<file path="src/rtl/axi_arb_pkg.sv">
// Shared types for the two-master AXI-lite round-robin arbiter.
package axi_arb_pkg;

    typedef enum logic [1:0] {IDLE, RD, WR} state_t;

    localparam logic M_IFU = 1'b0;
    localparam logic M_LSU = 1'b1;

endpackage

</file>
<file path="src/rtl/axi_arbiter_rr.sv">
// Two-master AXI-lite arbiter: one registered grant per complete transaction,
// round-robin priority, all handshakes of the non-granted master gated off.
module axi_arbiter_rr
    import axi_arb_pkg::*;
#(
    parameter int ADDR_WIDTH = 64,
    parameter int DATA_WIDTH = 64
) (
    input  logic                    CLK,
    input  logic                    RESETN,
    input  logic [ADDR_WIDTH-1:0]   axi1_AW_ADDR,
    input  logic                    axi1_AW_VALID,
    output logic                    axi1_AW_READY,
    input  logic [DATA_WIDTH-1:0]   axi1_W_DATA,
    input  logic [DATA_WIDTH/8-1:0] axi1_W_STRB,
    input  logic                    axi1_W_VALID,
    output logic                    axi1_W_READY,
    output logic                    axi1_B_VALID,
    input  logic                    axi1_B_READY,
    input  logic [ADDR_WIDTH-1:0]   axi1_AR_ADDR,
    input  logic                    axi1_AR_VALID,
    output logic                    axi1_AR_READY,
    output logic [DATA_WIDTH-1:0]   axi1_R_DATA,
    output logic                    axi1_R_VALID,
    input  logic                    axi1_R_READY,
    input  logic [ADDR_WIDTH-1:0]   axi2_AW_ADDR,
    input  logic                    axi2_AW_VALID,
    output logic                    axi2_AW_READY,
    input  logic [DATA_WIDTH-1:0]   axi2_W_DATA,
    input  logic [DATA_WIDTH/8-1:0] axi2_W_STRB,
    input  logic                    axi2_W_VALID,
    output logic                    axi2_W_READY,
    output logic                    axi2_B_VALID,
    input  logic                    axi2_B_READY,
    input  logic [ADDR_WIDTH-1:0]   axi2_AR_ADDR,
    input  logic                    axi2_AR_VALID,
    output logic                    axi2_AR_READY,
    output logic [DATA_WIDTH-1:0]   axi2_R_DATA,
    output logic                    axi2_R_VALID,
    input  logic                    axi2_R_READY,
    output logic [ADDR_WIDTH-1:0]   s_AW_ADDR,
    output logic                    s_AW_VALID,
    input  logic                    s_AW_READY,
    output logic [DATA_WIDTH-1:0]   s_W_DATA,
    output logic [DATA_WIDTH/8-1:0] s_W_STRB,
    output logic                    s_W_VALID,
    input  logic                    s_W_READY,
    input  logic                    s_B_VALID,
    output logic                    s_B_READY,
    output logic [ADDR_WIDTH-1:0]   s_AR_ADDR,
    output logic                    s_AR_VALID,
    input  logic                    s_AR_READY,
    input  logic [DATA_WIDTH-1:0]   s_R_DATA,
    input  logic                    s_R_VALID,
    output logic                    s_R_READY,
    output logic                    channel,
    output logic                    busy
);

    localparam int STRB_W = DATA_WIDTH / 8;

    state_t state, state_nxt;
    logic   last_grant, aw_done, w_done, ar_done;
    logic   pick, xact_end, ar_hs, aw_hs, w_hs, r_hs, b_hs;
    logic [1:0] req;

    // Masters gathered into index-by-grant vectors (bit 0 = master 1).
    logic [1:0] ar_valid, aw_valid, w_valid, r_ready, b_ready;
    logic [1:0][ADDR_WIDTH-1:0] ar_addr, aw_addr;
    logic [1:0][DATA_WIDTH-1:0] w_data, r_data_m;
    logic [1:0][STRB_W-1:0]     w_strb;
    logic [1:0] ar_ready_m, aw_ready_m, w_ready_m, r_valid_m, b_valid_m;

    assign ar_valid = {axi2_AR_VALID, axi1_AR_VALID};
    assign aw_valid = {axi2_AW_VALID, axi1_AW_VALID};
    assign w_valid  = {axi2_W_VALID,  axi1_W_VALID};
    assign r_ready  = {axi2_R_READY,  axi1_R_READY};
    assign b_ready  = {axi2_B_READY,  axi1_B_READY};
    assign ar_addr  = {axi2_AR_ADDR,  axi1_AR_ADDR};
    assign aw_addr  = {axi2_AW_ADDR,  axi1_AW_ADDR};
    assign w_data   = {axi2_W_DATA,   axi1_W_DATA};
    assign w_strb   = {axi2_W_STRB,   axi1_W_STRB};

    assign {axi2_AR_READY, axi1_AR_READY} = ar_ready_m;
    assign {axi2_AW_READY, axi1_AW_READY} = aw_ready_m;
    assign {axi2_W_READY,  axi1_W_READY}  = w_ready_m;
    assign {axi2_R_VALID,  axi1_R_VALID}  = r_valid_m;
    assign {axi2_B_VALID,  axi1_B_VALID}  = b_valid_m;
    assign axi1_R_DATA = r_data_m[M_IFU];
    assign axi2_R_DATA = r_data_m[M_LSU];

    assign busy     = (state != IDLE);
    assign ar_hs    = s_AR_VALID & s_AR_READY;
    assign aw_hs    = s_AW_VALID & s_AW_READY;
    assign w_hs     = s_W_VALID & s_W_READY;
    assign r_hs     = (state == RD) & s_R_VALID & r_ready[channel];
    assign b_hs     = (state == WR) & s_B_VALID & b_ready[channel];
    assign xact_end = r_hs | b_hs;

    // On contention the master that did not hold the last grant wins.
    always_comb begin
        req       = ar_valid | aw_valid;
        pick      = (&req) ? ~last_grant : req[M_LSU];
        state_nxt = state;
        case (state)
            IDLE:    if (|req) state_nxt = ar_valid[pick] ? RD : WR;
            RD:      if (r_hs) state_nxt = IDLE;
            WR:      if (b_hs) state_nxt = IDLE;
            default: state_nxt = IDLE;
        endcase
    end

    always_ff @(posedge CLK or negedge RESETN) begin
        if (!RESETN) state <= IDLE;
        else         state <= state_nxt;
    end

    always_ff @(posedge CLK or negedge RESETN) begin
        if (!RESETN) begin
            channel    <= M_IFU;
            last_grant <= M_LSU;
            ar_done    <= 1'b0;
            aw_done    <= 1'b0;
            w_done     <= 1'b0;
        end else begin
            if (state == IDLE && |req) channel <= pick;
            if (xact_end) begin
                last_grant <= channel;
                ar_done    <= 1'b0;
                aw_done    <= 1'b0;
                w_done     <= 1'b0;
            end else begin
                if (ar_hs) ar_done <= 1'b1;
                if (aw_hs) aw_done <= 1'b1;
                if (w_hs)  w_done  <= 1'b1;
            end
        end
    end

    // Only the granted master's lane is ever driven; everything else stays 0.
    always_comb begin
        s_AR_ADDR  = '0;
        s_AW_ADDR  = '0;
        s_W_DATA   = '0;
        s_W_STRB   = '0;
        s_AR_VALID = 1'b0;
        s_AW_VALID = 1'b0;
        s_W_VALID  = 1'b0;
        s_R_READY  = 1'b0;
        s_B_READY  = 1'b0;
        ar_ready_m = '0;
        aw_ready_m = '0;
        w_ready_m  = '0;
        r_valid_m  = '0;
        b_valid_m  = '0;
        r_data_m   = '0;
        if (busy) begin
            s_AR_ADDR         = ar_addr[channel];
            s_AW_ADDR         = aw_addr[channel];
            s_W_DATA          = w_data[channel];
            s_W_STRB          = w_strb[channel];
            r_data_m[channel] = s_R_DATA;
        end
        case (state)
            RD: begin
                s_AR_VALID          = ar_valid[channel] & ~ar_done;
                ar_ready_m[channel] = s_AR_READY & ~ar_done;
                s_R_READY           = r_ready[channel];
                r_valid_m[channel]  = s_R_VALID;
            end
            WR: begin
                s_AW_VALID          = aw_valid[channel] & ~aw_done;
                aw_ready_m[channel] = s_AW_READY & ~aw_done;
                s_W_VALID           = w_valid[channel] & ~w_done;
                w_ready_m[channel]  = s_W_READY & ~w_done;
                s_B_READY           = b_ready[channel];
                b_valid_m[channel]  = s_B_VALID;
            end
            default: ;
        endcase
    end

endmodule

</file>
<file path="config.mk">
export PLATFORM = sky130hd
export DESIGN_NAME = axi_arbiter_rr
export DESIGN_NICKNAME = d
export VERILOG_FILES = /design/src/rtl/axi_arb_pkg.sv /design/src/rtl/axi_arbiter_rr.sv
export SDC_FILE = /design/constraint.sdc
export NUM_CORES = 1
export LEC_CHECK = 0
export BUFFER_PORTS_ARGS = -buffer_cell sky130_fd_sc_hd__buf_2
export CAP_MARGIN = 20
export CORE_AREA = 2 2 324 326
export DETAILED_ROUTE_END_ITERATION = 6
export DIE_AREA = 0 0 326 328
export PLACE_DENSITY_LB_ADDON = 0.1
export SETUP_SLACK_MARGIN = 0.4
export SKIP_LAST_GASP = 1
export SLEW_MARGIN = 20
export SYNTH_ARGS = -nofsm -noshare
export SYNTH_HDL_FRONTEND = slang
export SYNTH_SLANG_ARGS = --single-unit
</file>
<file path="constraint.sdc">
create_clock -name CLK -period 1.56 [get_ports CLK]
set_clock_uncertainty 0.15 [all_clocks]
set_input_delay 0.312 -clock CLK [delete_from_list [all_inputs] [get_ports CLK]]
set_output_delay 0.312 -clock CLK [all_outputs]
set_load 0.02 [all_outputs]
</file>
==> run summary, run 1 <==
Vias - 8,469
global route hottest layer - met2
Hold Vio Cnt, Final - 0
CTS tree - built
worst reg2reg setup slack - -270 ps
Max IR drop VDD - 701 µV
Total Wirelength - 51,800 µm
register bit count reported by yosys - 7
Pleak - 7.16 nW
Synth Warn # - 0
fin util - 0.139
Critical Path AT - 1750 ps
pin count of the biggest net entering global routing - 47
top cell type's share of synthesized area - 0.455
grt met1 use - 0.0897
initial drt markers - 154
GPL Wtd Cong - 0.974
Mapped Cells - 660
crit-path cells - buf_6 > buf_12 > buf_16 > mux2i_4 > buf_4 > nor2_4 > buf_6
Max-slew headroom - 0.732
count of clock tree sinks - 7
crit-path max FO - 8
largest cells by area after synthesis - mux2i_1 46%, nor2_1 18%, and3_1 9.2%, and2_1 9.0%, dfrtp_1 3.4%
antenna violations before repair - 13
CP top delay family - buffers and inverters
H-tree depth - 1
CP max stage delay - 510 ps
failing checks - setup timing
Synth Area per Inst - 6.73 µm²
number of remaining DRC errors - 0
die area - 107,000 µm²
Critical Path Stages - 7
GRT Util Overall - 0.0824
I/O Buffers - 825
clock latency on the worst-skew pair - 230 ps
wire per inst - 17.5 µm
clock root buffer - clkbuf_16
Setup crit end kind - primary output
total CTS buffers - 3
# setup viols final - 351
power per cell area - 2150 nW/µm²
Critical Path RT - 1100 ps
vias per cell - 2.86
Final Max Tran Viols - 0
# fillers - 11.9k
Overflow after GRT - 0
post-route clock period utilization - 1.42
row count - 118
I/O Pins - 826
M3 GR Usage - 0.0243
Area Growth Syn to Fin - 223%
worst-case clock buffer depth - 2
post-synthesis sequential area ratio - 0.0397
Non-Filler Instances - 2,964
reg2reg path depth - 6
drt first pass iters - 4
Die Wd - 326 µm
most frequent cells in the layout - 694 x buf_2, 173 x nor2_2, 133 x mux2i_1, 116 x buf_6, 111 x buf_4
most used cell along the critical path - buf_6
commonest non-fill, non-tap cell in the layout - buf_2
vias in the first global route - 8,602
hold path cells - 2
Startpoint Class - flop
nets@finish - 2,065
Hold Crit Class - primary input to flop
M2 GR Usage - 0.161
cell area after synthesis - 4440 µm²
Critical Path Slowest Stage Cell - dfrtp_4
RSZ-0062 raised after global routing - true
crit path time final - 2210 ps
status - finished with violations
Critical path buffers and inverters - 5
Synth cell types - 36
fin worst setup slack - -647 ps
Placed Instances - 2,917
maximum clock frequency - 0.453 GHz
Core ar. - 103,000 µm²
Slew @ Worst Pin - 391 ps
layout cell share with drive strength beyond 1 - 0.874
Setup CP Type - flop to primary output
area leader, netlist - mux2i_1
hpwl dp - 44,100 µm
Worst-path clk slew - 40 ps
Power Total - 30.9 mW
starting density of the core - 0.0430
max-cap violations - 0
global-route wire length before repair - 64,100 µm
die height - 328 µm
Routed Antenna Nets - 0
Syn Nets - 1,141
## layer usage
metal  part of all wire  vias up
li1                   -     4101
met1               0.38     3873
met2               0.54      443
met3              0.070       36
met4              0.012       16
met5             0.0019        -
## cell type report
| class | instances | area [µm²] | share of cell area |
|---|---|---|---|
| Sequential cell | 7 | 181 | 0.0126 |
| Antenna cell | 1 | 2.50 | 0.000174 |
| Tap cell | 1380 | 1730 | 0.120 |
| Timing Repair Buffer | 985 | 6930 | 0.483 |
| Inverter | 4 | 15.0 | 0.00105 |
| Multi-Input combinational cell | 583 | 5410 | 0.377 |
| Clock buffer | 4 | 78.8 | 0.00549 |
## synthesized netlist by cell type
cell      instances
a21boi_0          1
a21oi_1           1
a221oi_1          1
a31oi_1           2
and2_1           64
and3_1           65
and3b_1           1
and4_1            1
buf_1             5
buf_2             9
buf_4            19
clkbuf_1         33
dfrtp_1           6
dfstp_2           1
inv_1             3
inv_2             1
mux2_1            1
mux2_2            2
mux2i_1         202
mux2i_2           1
nand2_1           4
nand2b_1          5
nand3b_1          1
nor2_1          213
nor2_2            1
nor2_4            1
nor2b_1           3
nor3_1            4
nor4_1            1
o211ai_1          1
o21ai_0           2
o21ai_1           1
o21bai_1          1
o31a_1            1
o31ai_1           1
o32ai_4           1
## path summary, 6_finish.rpt
check | startpoint | end
worst max-delay path | channel | s_AW_ADDR[53]
worst min-delay path | s_B_VALID | state[1]
worst max register to register | channel | last_grant
worst min register to register | aw_done | aw_done
max in group asynchronous | RESETN | last_grant
min in group asynchronous | RESETN | aw_done
## timing repair
action / in CTS / in global routing
buffers inserted: 6 / 14
endpoints found under the hold margin: 6 / 0
gates resized for setup: 78 / 384
hold buffers: 1 / 0
pin swaps: 2 / 43
setup endpoints to repair: 352 / 352
gates cloned: 0 / 21
## sequential cells by signal, summed over array words and instances, names as in the netlist
register    cells
last_grant      1
w_done          1
channel         1
aw_done         1
state           2
ar_done         1
## cell families (layout without fill, tap and decap cells)
kind of cell	Yosys count	after routing	share of synthesized area
buf+inv	70	993	0.0778
simple gates	364	364	0.392
flops	7	7	0.0397
other cells	0	1	0
compound gates	13	13	0.0242
mux	206	206	0.466
## stage by stage
stage	setup TNS [ps]	cell area (µm²)	worst slack [ps]	hold slack [ps]
after floorplan	-42780	5470	-216	-134
after global placement	-107830	12000	-522	32.8
after detailed placement	-113410	12000	-545	35.9
after CTS	-190980	12500	-657	129
after global routing	-198130	14400	-692	142
final	-175850	14400	-647	128
## worst reg2reg max path, delay by kind of cell, from the launching register on
family / cells / cell delay [ps]
flip-flops: 1 / 510
AO/OA/AOI/OAI: 1 / 130
multiplexers: 2 / 480
buffers and inverters: 3 / 490
## where the power goes
part	switching, mW	internal (mW)	total, mW
Clock	0.108	0.341	0.449
Combinational	16.0	14.0	30.0
Sequential	0.129	0.294	0.422
Total	16.3	14.6	30.9
Power figures use the tool's default switching activity.
==> run 2, diff against run 1 <==
--- a/config.mk
+++ b/config.mk
@@ -7,2 +7,4 @@
 export LEC_CHECK = 0
+export ABC_AREA = 1
+export ABC_CLOCK_PERIOD_IN_PS = 1560
 export BUFFER_PORTS_ARGS = -buffer_cell sky130_fd_sc_hd__buf_2
--- a/constraint.sdc
+++ b/constraint.sdc
@@ -4,2 +4,2 @@
 set_output_delay 0.312 -clock CLK [all_outputs]
-set_load 0.02 [all_outputs]
+set_load 0.005 [all_outputs]
==> run 2 against run 1 <==
Net effect: the run still ends with setup timing left; non-clock buffer count is 1 lower; sequential share of layout area up 0.15 points; via count increased by 16%; critical path depth is 1 lower; first-iteration DRC count is 140% higher; clock-buffer cell count shrank 1; synthesized area fell by 5.9%; global-route usage up 2.3 points; final cell count is 10% higher; register-to-register slack lost 90 ps; sequential power is 12% lower; critical endpoint is now s_W_STRB[6].
==> run summary, run 2 <==
status - finished with violations
failing checks - setup timing
clock root buffer - clkbuf_16
Hold Vio Cnt, Final - 0 (unchanged)
hold path cells - 3 (+1)
I/O Buffers - 825 (unchanged)
Critical Path Stages - 6 (-1)
Area Growth Syn to Fin - 206%
global route hottest layer - met2
fin worst setup slack - -684 ps (-36.7 ps)
Finished Cell Area - 12,800 µm² (-11%)
commonest non-fill, non-tap cell in the layout - buf_2
largest register by flop count - state
Critical Path AT - 1780 ps (+30 ps)
pre-CTS WS - -726 ps (-180 ps)
Pleak - 6.96 nW (-2.7%)
Startpoint Class - flop
count of clock tree sinks - 7 (unchanged)
Setup crit end kind - primary output
Critical Path Slowest Stage Cell - dfrtp_4
Max IR drop VDD - 519 µV (-26%)
portion of netlist area occupied by mux cells - 0 (-0.466)
Synth Warn # - 0 (unchanged)
Slew @ Worst Pin - 394 ps (+3.19 ps)
GPL Wtd Cong - 0.873 (-10%)
crit-path max FO - 8 (unchanged)
vias in the first global route - 10.1k (+18%)
die height - 328 µm (unchanged)
top-count cell post-synth - nand2_1
M2 GR Usage - 0.193 (+0.0327)
CP top delay family - buffers and inverters
post-synthesis sequential area ratio - 0.0422 (+0.00247)
Vias - 9,803 (+16%)
Post-synth EDFFs - 0 (unchanged)
area leader, netlist - nand2_1
Critical Path RT - 1100 ps (about the same)
Routed Antenna Nets - 0 (unchanged)
Placed Instances - 3,216 (+10%)
Core ar. - 103,000 µm² (unchanged)
crit path time final - 2240 ps (+36.7 ps)
placed cell area - 11,200 µm² (-7.0%)
initial drt markers - 369 (+140%)
Die Wd - 326 µm (unchanged)
row count - 118 (unchanged)
Setup CP Type - flop to primary output
XOR/XNOR Fraction of Synth Area - 0 (unchanged)
Overflow after GRT - 0 (unchanged)
Final Max Tran Viols - 0 (unchanged)
maximum clock frequency - 0.446 GHz (-1.6%)
Top FF cell, synth - dfrtp_1
nets@finish - 2,357 (+14%)
wire per inst - 19.2 µm (+9.8%)
CP max stage delay - 540 ps (+30 ps)
Post-synth ARST share - 1.00 (unchanged)
Post-synth top cells - 434 x nand2_1, 206 x a21oi_1, 146 x nor2_1
die area - 107,000 µm² (unchanged)
max reg flops - 2 (unchanged)
combinational family with the most area after synthesis - simple AND/OR/NAND/NOR gates
M3 GR Usage - 0.0252 (+0.000906)
Syn Nets - 1,447 (+27%)
Power Total - 23.4 mW (-24%)
max-cap violations - 0 (unchanged)
grt met1 use - 0.128 (+0.0382)
Non-Filler Instances - 3,260 (+10%)
total CTS buffers - 3 (unchanged)
hpwl dp - 51,000 µm (+16%)
number of remaining DRC errors - 0 (unchanged)
layout cell share with drive strength beyond 1 - 0.618 (-0.257)
# setup viols final - 352 (+0.28%)
fin util - 0.124 (-0.0153)
vias per cell - 3.01 (+5.2%)
CTS tree - built
largest cells by area after synthesis - nand2_1 39%, a21oi_1 25%, nor2_1 13%, buf_2 8.6%, inv_1 6.9%
power per cell area - 1840 nW/µm² (-15%)
clock latency on the worst-skew pair - 250 ps (+20 ps)
RSZ-0062 raised after global routing - true
Max-slew headroom - 0.734 (+0.00255)
Worst-path clk slew - 50 ps (about the same)
Synth Area per Inst - 4.33 µm² (-36%)
adder-cell share of the synthesized area - 0 (unchanged)
post-route clock period utilization - 1.44 (+0.0235)
Critical path buffers and inverters - 4 (-1)
H-tree depth - 1 (unchanged)
cell area after synthesis - 4180 µm² (-5.9%)
register bit count reported by yosys - 7 (unchanged)
pin count of the biggest net entering global routing - 33 (-30%)
Mapped Cells - 966 (+46%)
antenna violations before repair - 21 (+8)
worst-case clock buffer depth - 2 (unchanged)
Synth cell types - 20 (-44%)
most frequent cells in the layout - 807 x buf_2, 403 x nand2_1, 141 x nor2_1, 93 x buf_4, 88 x a21oi_2
reg2reg path depth - 7 (+1)
Post-Synth Simple-Gate Area - 0.531 (+0.139)
global-route wire length before repair - 80,800 µm (+26%)
Hold Crit Class - primary input to flop
Synth Area in Compound Gates - 0.257 (+0.232)
crit-path cells - inv_12 > buf_16 > buf_8 > nand2_1 > a21oi_4 > buf_2
Total Wirelength - 62,500 µm (+21%)
I/O Pins - 826 (unchanged)
drt first pass iters - 5 (+1)
top cell type's share of synthesized area - 0.390 (-0.0656)
starting density of the core - 0.0405 (-0.00252)
GRT Util Overall - 0.106 (+0.0234)
-- run 2: worst paths after layout --
check | start | end | slack, ps
setup / recovery | channel | s_W_STRB[6] | -680
max in group asynchronous | RESETN | last_grant | 660
min in group asynchronous | RESETN | w_done | 340
setup reg to reg | channel | last_grant | -360
hold reg to reg | ar_done | ar_done | 340
hold / removal | s_AW_READY | aw_done | 170
-- run 2: through the flow --
step           setup TNS, ps  hold slack (ps)
2_1_floorplan              0             -134
3_3_place_gp         -117930             56.5
3_5_place_dp         -121230             47.4
4_1_cts              -208810              175
5_1_grt              -218290              190
6_report             -188460              174
-- run 2: kinds of logic after synthesis --
kind of cell / after synthesis
compound gates: 213
buf+inv: 159
flops: 7
simple gates: 587
-- run 2: final cells by class --
class / instances / area (µm²)
Inverter: 79 / 309
Clock inverter: 1 / 5.00
Timing Repair Buffer: 984 / 6240
Tap cell: 1380 / 1730
Sequential cell: 7 / 180
Timing Repair inverter: 1 / 16.3
Antenna cell: 5 / 12.5
Multi-Input combinational cell: 800 / 4210
Fill cell: 12361 / 90400
Clock buffer: 3 / 75.1
-- run 2: timing repair --
action / CTS / global route
endpoints found under the hold margin: 6 / 0
pin swaps: 12 / 14
setup buffers: 14 / 1
endpoints found under the setup margin: 352 / 352
hold buffers: 1 / 0
gates cloned: 10 / 9
resized for setup: 119 / 74
-- run 2: worst reg2reg max path, stage by stage (launching register included) --
cell and delay [ps]:
dfrtp_4 540, buf_6 190, buf_16 160, nand2_1 210, nand2_1 90, nand2_1 140
nand2_1 190, a21oi_1 190
-- run 2: metal layers --
| layer | wire (µm) | share of wire |
|---|---|---|
| met3 | 3900 | 0.062 |
| met4 | 664 | 0.011 |
| met2 | 31700 | 0.51 |
| met5 | 165 | 0.0026 |
| met1 | 26100 | 0.42 |
-- run 2: report_power, final --
group	switching [mW]	internal, mW	leakage, nW
sequential	0.0850	0.286	0.0856
clock	0.149	0.341	0.0409
combinational	12.7	9.90	6.84
